[config.mk]
export PLATFORM = sky130hd
export DESIGN_NAME = fifo_wr_arbiter_flat
export DESIGN_NICKNAME = d
export VERILOG_FILES = /design/src/rtl/fifo_wr_arbiter_if.sv /design/src/rtl/fifo_wr_arbiter.sv /design/src/flat_wrapper.sv
export SDC_FILE = /design/constraint.sdc
export NUM_CORES = 1
export LEC_CHECK = 0
export BUFFER_PORTS_ARGS = -buffer_cell sky130_fd_sc_hd__buf_2
export CORE_UTILIZATION = 44
export CTS_CLUSTER_SIZE = 14
export DETAILED_ROUTE_END_ITERATION = 12
export HOLD_SLACK_MARGIN = 0.12
export PLACE_DENSITY_LB_ADDON = 0.08
export SLEW_MARGIN = 15
export SYNTH_ARGS = -nofsm -noshare
export SYNTH_HDL_FRONTEND = slang
export SYNTH_SLANG_ARGS = --single-unit
export TNS_END_PERCENT = 100
[constraint.sdc]
create_clock -name clk -period 2.2 [get_ports clk]
set_clock_uncertainty 0.15 [all_clocks]
set_input_delay 0.44 -clock clk [delete_from_list [all_inputs] [get_ports clk]]
set_output_delay 0.44 -clock clk [all_outputs]
set_load 0.1 [all_outputs]
[src/rtl/fifo_wr_arbiter_if.sv]
// Write-port bundle between two producers, the arbiter and the FIFO input side.
// The arbiter takes the slave view; the master view drives producers and FIFO flag.
interface fifo_wr_arbiter_if #(
  parameter int DW = 8,
  parameter int CW = 8
);
  logic          req0;
  logic [DW-1:0] din0;
  logic          req1;
  logic [DW-1:0] din1;
  logic          gnt0;
  logic          gnt1;
  logic          ack0;
  logic          ack1;
  logic          fifo_full;
  logic          fifo_wr_en;
  logic [DW-1:0] fifo_data_in;
  logic [CW-1:0] burst_cnt;

  modport slave (
    input  req0, din0, req1, din1, fifo_full,
    output gnt0, gnt1, ack0, ack1, fifo_wr_en, fifo_data_in, burst_cnt
  );

  modport master (
    output req0, din0, req1, din1, fifo_full,
    input  gnt0, gnt1, ack0, ack1, fifo_wr_en, fifo_data_in, burst_cnt
  );
endinterface

[src/rtl/fifo_wr_arbiter.sv]
// Round-robin owner of a single FIFO write port shared by two producers.
// Grants last up to MAX_BURST beats; a full FIFO stalls the owner without ending its burst.
module fifo_wr_arbiter #(
  parameter int DW        = 8,
  parameter int MAX_BURST = 4,
  parameter int CW        = 8
) (
  input  logic               clk,
  input  logic               rst,
  fifo_wr_arbiter_if.slave   bus
);

  if (MAX_BURST < 1 || MAX_BURST > 255 || (2 ** CW) <= MAX_BURST) begin : g_bad_params
    $error("fifo_wr_arbiter: MAX_BURST must be 1..255 and fit in CW bits");
  end

  typedef enum logic [1:0] {
    IDLE = 2'd0,
    OWN0 = 2'd1,
    OWN1 = 2'd2
  } state_e;

  localparam logic [CW-1:0] LAST_BEAT = CW'(MAX_BURST - 1);

  state_e        state_q, state_d;
  logic [CW-1:0] burst_q, burst_d;
  logic          last_q, last_d;

  logic own0, own1;
  logic beat0, beat1;
  logic at_limit;
  logic rel0, rel1;

  assign own0     = (state_q == OWN0);
  assign own1     = (state_q == OWN1);
  assign beat0    = own0 && bus.req0 && !bus.fifo_full;
  assign beat1    = own1 && bus.req1 && !bus.fifo_full;
  assign at_limit = (burst_q == LAST_BEAT);

  // A grant ends when its owner lets go or after the final beat of the burst;
  // a stall on full alone never releases.
  assign rel0 = own0 && (!bus.req0 || (beat0 && at_limit));
  assign rel1 = own1 && (!bus.req1 || (beat1 && at_limit));

  always_comb begin
    state_d = state_q;
    burst_d = burst_q;
    last_d  = last_q;
    unique case (state_q)
      IDLE: begin
        if (bus.req0 && bus.req1) begin
          state_d = last_q ? OWN0 : OWN1;
        end else if (bus.req0) begin
          state_d = OWN0;
        end else if (bus.req1) begin
          state_d = OWN1;
        end
      end
      OWN0: begin
        if (rel0) begin
          last_d  = 1'b0;
          burst_d = '0;
          if (bus.req1)      state_d = OWN1;
          else if (bus.req0) state_d = OWN0;
          else               state_d = IDLE;
        end else if (beat0) begin
          burst_d = burst_q + CW'(1);
        end
      end
      OWN1: begin
        if (rel1) begin
          last_d  = 1'b1;
          burst_d = '0;
          if (bus.req0)      state_d = OWN0;
          else if (bus.req1) state_d = OWN1;
          else               state_d = IDLE;
        end else if (beat1) begin
          burst_d = burst_q + CW'(1);
        end
      end
      default: begin
        state_d = IDLE;
        burst_d = '0;
      end
    endcase
  end

  always_ff @(posedge clk or negedge rst) begin
    if (!rst) begin
      state_q <= IDLE;
      burst_q <= '0;
      last_q  <= 1'b1;
    end else begin
      state_q <= state_d;
      burst_q <= burst_d;
      last_q  <= last_d;
    end
  end

  // Write strobe and data follow the beat combinationally so the producer sees
  // its ack in the same cycle the word enters the FIFO.
  always_comb begin
    bus.gnt0         = own0;
    bus.gnt1         = own1;
    bus.ack0         = beat0;
    bus.ack1         = beat1;
    bus.fifo_wr_en   = beat0 || beat1;
    bus.fifo_data_in = '0;
    if (beat0)      bus.fifo_data_in = bus.din0;
    else if (beat1) bus.fifo_data_in = bus.din1;
    bus.burst_cnt    = burst_q;
  end

endmodule

[src/flat_wrapper.sv]
// flat-port wrapper written by rule: the top's interface ports become plain ports
module fifo_wr_arbiter_flat 
#(
  parameter int DW        = 8,
  parameter int MAX_BURST = 4,
  parameter int CW        = 8
)
  (clk, rst, bus_req0, bus_din0, bus_req1, bus_din1, bus_fifo_full, bus_gnt0, bus_gnt1, bus_ack0, bus_ack1, bus_fifo_wr_en, bus_fifo_data_in, bus_burst_cnt);
  fifo_wr_arbiter_if #(.DW(DW), .CW(CW)) bus_i ();
  input  logic clk;
  input  logic rst;
  input wire logic [$bits(bus_i.req0)-1:0] bus_req0;
  input wire logic [$bits(bus_i.din0)-1:0] bus_din0;
  input wire logic [$bits(bus_i.req1)-1:0] bus_req1;
  input wire logic [$bits(bus_i.din1)-1:0] bus_din1;
  input wire logic [$bits(bus_i.fifo_full)-1:0] bus_fifo_full;
  output wire logic [$bits(bus_i.gnt0)-1:0] bus_gnt0;
  output wire logic [$bits(bus_i.gnt1)-1:0] bus_gnt1;
  output wire logic [$bits(bus_i.ack0)-1:0] bus_ack0;
  output wire logic [$bits(bus_i.ack1)-1:0] bus_ack1;
  output wire logic [$bits(bus_i.fifo_wr_en)-1:0] bus_fifo_wr_en;
  output wire logic [$bits(bus_i.fifo_data_in)-1:0] bus_fifo_data_in;
  output wire logic [$bits(bus_i.burst_cnt)-1:0] bus_burst_cnt;
  assign bus_i.req0 = bus_req0;
  assign bus_i.din0 = bus_din0;
  assign bus_i.req1 = bus_req1;
  assign bus_i.din1 = bus_din1;
  assign bus_i.fifo_full = bus_fifo_full;
  assign bus_gnt0 = bus_i.gnt0;
  assign bus_gnt1 = bus_i.gnt1;
  assign bus_ack0 = bus_i.ack0;
  assign bus_ack1 = bus_i.ack1;
  assign bus_fifo_wr_en = bus_i.fifo_wr_en;
  assign bus_fifo_data_in = bus_i.fifo_data_in;
  assign bus_burst_cnt = bus_i.burst_cnt;
  fifo_wr_arbiter #(.DW(DW), .MAX_BURST(MAX_BURST), .CW(CW)) u_core (.clk(clk), .rst(rst), .bus(bus_i));
endmodule
==> flow_metrics.env <==
export IMPL_cp_num_buf_inv=2
export IMPL_start_kind="register"
export IMPL_gp_congestion=0.7774
export IMPL_cap_viol_max_count=0
export IMPL_num_io_pins=42
export IMPL_min_to="u_core.last_q"
export IMPL_num_vias=993
export IMPL_p_per_area_nw_per_um2=1096
export IMPL_fin_crit_ns=2.309
export IMPL_core_area_sq_um=1708
export IMPL_yosys_area_top_type="dfrtp_1"
export IMPL_final_setup_viol_count=12
export IMPL_num_rows=15
export IMPL_post_route_period_util_pct=105.0
export IMPL_yosys_register_bits=11
export IMPL_syn_nets=118
export IMPL_power_internal_mw=0.7951
export IMPL_globalRouteTotalUtil_pct=25.45
export IMPL_r2r_start="u_core.state_q[0]"
export IMPL_endpoint_kind="register"
export IMPL_diodes=0
export IMPL_synth_avg_cell_area_sq_um=8.718
export IMPL_use_met3_pct=5.200
export IMPL_mostFrequentLayoutCells="30 x buf_2, 15 x buf_4, 11 x buf_12, 9 x a22o_4, 7 x nor2_1"
export IMPL_synth_edf_count=0
export IMPL_required_ns=2.21
export IMPL_nets=180
export IMPL_clock_sinks=11
export IMPL_use_met2_pct=48.24
export IMPL_finalHoldViolations=0
export IMPL_final_common_cell="buf_2"
export IMPL_start_util_pct=46.96
export IMPL_ys_warnings_count=0
export IMPL_leakagePower_nw=0.7182
export IMPL_synthTopCellsByArea="dfrtp_1 31%, a22o_1 8.7%, ha_1 7.8%"
export IMPL_worstPathMaxFanout=6
export IMPL_antenna_found_initial=0
export IMPL_die_h_microns=44.70
export IMPL_die_x_microns=44.70
export IMPL_critPathTopFamily="compound AO/OA/AOI/OAI gates"
export IMPL_io_buffers=41
export IMPL_synth_top_cell_area_share_pct=31.20
export IMPL_r2r_cells=7
export IMPL_regToRegEndpoint="u_core.state_q[1]"
export IMPL_peakVddDrop_mv=1.175
export IMPL_switching_share_pct=52.68
export IMPL_seqPwrFrac_pct=17.3
export IMPL_tightestPinTransition_ns=0.6731
export IMPL_crit_type="reg -> reg"
export IMPL_final_util_pct=89.74
export IMPL_setup_slack_ns=-0.1092
export IMPL_async_flop_share_pct=100.0
export IMPL_drt_initial_drc_count=25
export IMPL_slowest_delay_ns=0.42
export IMPL_p_clk_share_pct=8.2
export IMPL_clock_root_buffer="clkbuf_4"
export IMPL_hp_class="reg -> reg"
export IMPL_synth_yosys_seq_area_share_pct=34.48
export IMPL_dieArea_sq_um=1998
export IMPL_rsz0062_at_grt="true"
export IMPL_slew_viol_final=0
export IMPL_clock_path_buffers=2
export IMPL_fillers=82
export IMPL_insertion_delay_ns=0.27
export IMPL_cts_htree_levels=1
export IMPL_synthFlopType="dfrtp_1"
export IMPL_grt_max_degree=12
export IMPL_r2r_slack_ns=-0.11
export IMPL_viasPerCell=5.579
export IMPL_routed_wl_microns=2854
export IMPL_drive_gt1_share_pct=62.75
export IMPL_synthCells=92
export IMPL_synth_cell_type_count=29
export IMPL_busiest_layer="met2"
export IMPL_post_dp_hpwl_microns=1814
export IMPL_placed_cells=157
export IMPL_tritoncts="done"
export IMPL_power_switching_mw=0.8850
export IMPL_max_freq_ghz=0.4330
export IMPL_cpMaxStageDelayCell="dfrtp_2"
export IMPL_worstHoldPathCells=2
export IMPL_crit_chain="inv_2 -> ha_4 -> buf_4 -> a22oi_1 -> a41oi_1 -> a21oi_2 -> mux2_2"
export IMPL_cts_buffers_inserted=3
export IMPL_combPwrFrac_pct=74.5
export IMPL_grt_pass1_vias=846
export IMPL_outcome="finished, violations left"
export IMPL_slew_headroom_pct=54.53
export IMPL_syn_cell_area_sq_um=802.0
export IMPL_clk_pin_slew_worst_paths_ns=0.07
export IMPL_drt_pass1_iterations=4
export IMPL_drc=0
export IMPL_violations="negative setup slack"
export IMPL_grt_first_pass_wirelength_microns=3684
export IMPL_hold_start="u_core.last_q"
export IMPL_met1_usage_pct=29.31
export IMPL_avgRoutedWirePerCell_microns=16.03
export IMPL_critPathArrivalTime_ns=2.32
export IMPL_fin_cells=178
export IMPL_grt_overflow=0
export IMPL_areaGrowthSynthToFinish_pct=91.11
export IMPL_ant_nets=0
worst register-to-register path: stages, from the launching register on:
cell and delay, ns:
dfrtp_2 0.42, inv_2 0.07, ha_4 0.16, buf_4 0.14, a22oi_1 0.38, a41oi_1 0.24, a21oi_2 0.28, mux2_2 0.37
final cells by class:
| class | count | area (sq um) | area share (%) |
|---|---|---|---|
| well taps | 25 | 31.28 | 2.041 |
| multi-input cells | 73 | 646.9 | 42.20 |
| repair buffers | 60 | 526.8 | 34.37 |
| inverters | 5 | 18.77 | 1.224 |
| flip-flops and latches | 11 | 282.8 | 18.45 |
| clock buffers | 4 | 26.28 | 1.714 |
routing by layer:
metal	up-vias	wire, microns
met5	-	0
met4	0	87
met3	10	145
met2	52	1572
met1	465	1048
li1	466	-
registers in the layout, summed over array words and instances (netlist names):
name                  count
u_core.state_q            2
u_core.last_q             1
u_core.bus.burst_cnt      8
cells in the mapped netlist (all sizes together) (2+ instances only):
master and n:
dfrtp 10, nor2 10, a21oi 9, a22o 9, nand2 7, o21ai 6, ha 5, inv 5
nand3 4, xnor2 4, a211oi 2, clkbuf 2, nor2b 2, o31ai 2, or4 2
through the flow:
stage               TNS [ns]  power [mW]  setup WS (ns)  cell area (sq um)  hold slack (ns)
finish               -0.7629       1.680        -0.1092               1533           0.3855
global route          -2.185       1.757        -0.2115               1533           0.3932
CTS                  -0.7318       1.540       -0.06786               1435           0.3830
detailed placement   -0.3348       1.327       -0.04426               1334           0.1681
global placement           0       1.308      0.0007062               1334           0.1683
floorplan             -4.679       1.077        -0.5790              939.7        -0.005591
cell families (layout without fill, tap and decap cells):
logic type	Yosys count	count (layout)	synth area share (%)
AO/OA/AOI/OAI	32	32	29.02
AND/OR/NAND/NOR	30	30	17.79
multiplexers	2	2	2.652
XOR/XNOR	4	4	4.368
adder cells (fa/ha/maj)	5	5	7.800
buffers and inverters	8	69	3.900
flip-flops	11	11	34.48
power by group through the flow:
| stage | Clock (mW) | Sequential, mW | Combinational (mW) |
|---|---|---|---|
| floorplan | 0 | 0.336 | 0.741 |
| CTS | 0.143 | 0.286 | 1.11 |
| detailed placement | 0 | 0.289 | 1.04 |
| global placement | 0 | 0.286 | 1.02 |
| finish | 0.138 | 0.291 | 1.25 |
| global route | 0.152 | 0.293 | 1.31 |
how the worst max path moves through the flow:
stage	from	to	slack [ns]	cells after the start
6_report	u_core.state_q[0]	u_core.state_q[1]	-0.11	7
5_1_grt	u_core.state_q[1]	u_core.state_q[1]	-0.21	6
4_1_cts	u_core.state_q[0]	bus_fifo_data_in[0]	-0.07	7
3_5_place_dp	u_core.state_q[0]	bus_fifo_data_in[6]	-0.04	7
3_3_place_gp	u_core.state_q[0]	bus_fifo_data_in[0]	0.0007	7
2_1_floorplan	u_core.state_q[0]	bus_fifo_data_in[0]	-0.58	7
repair_timing:
action	in CTS	in global routing
hold buffers	1	0
hold endpoints to repair	11	0
resized for setup	4	12
pin swaps	7	4
cloned	0	0
endpoints found under the setup margin	9	17
buffers inserted	6	11
Note: power is estimated with default switching activity, not from simulation.
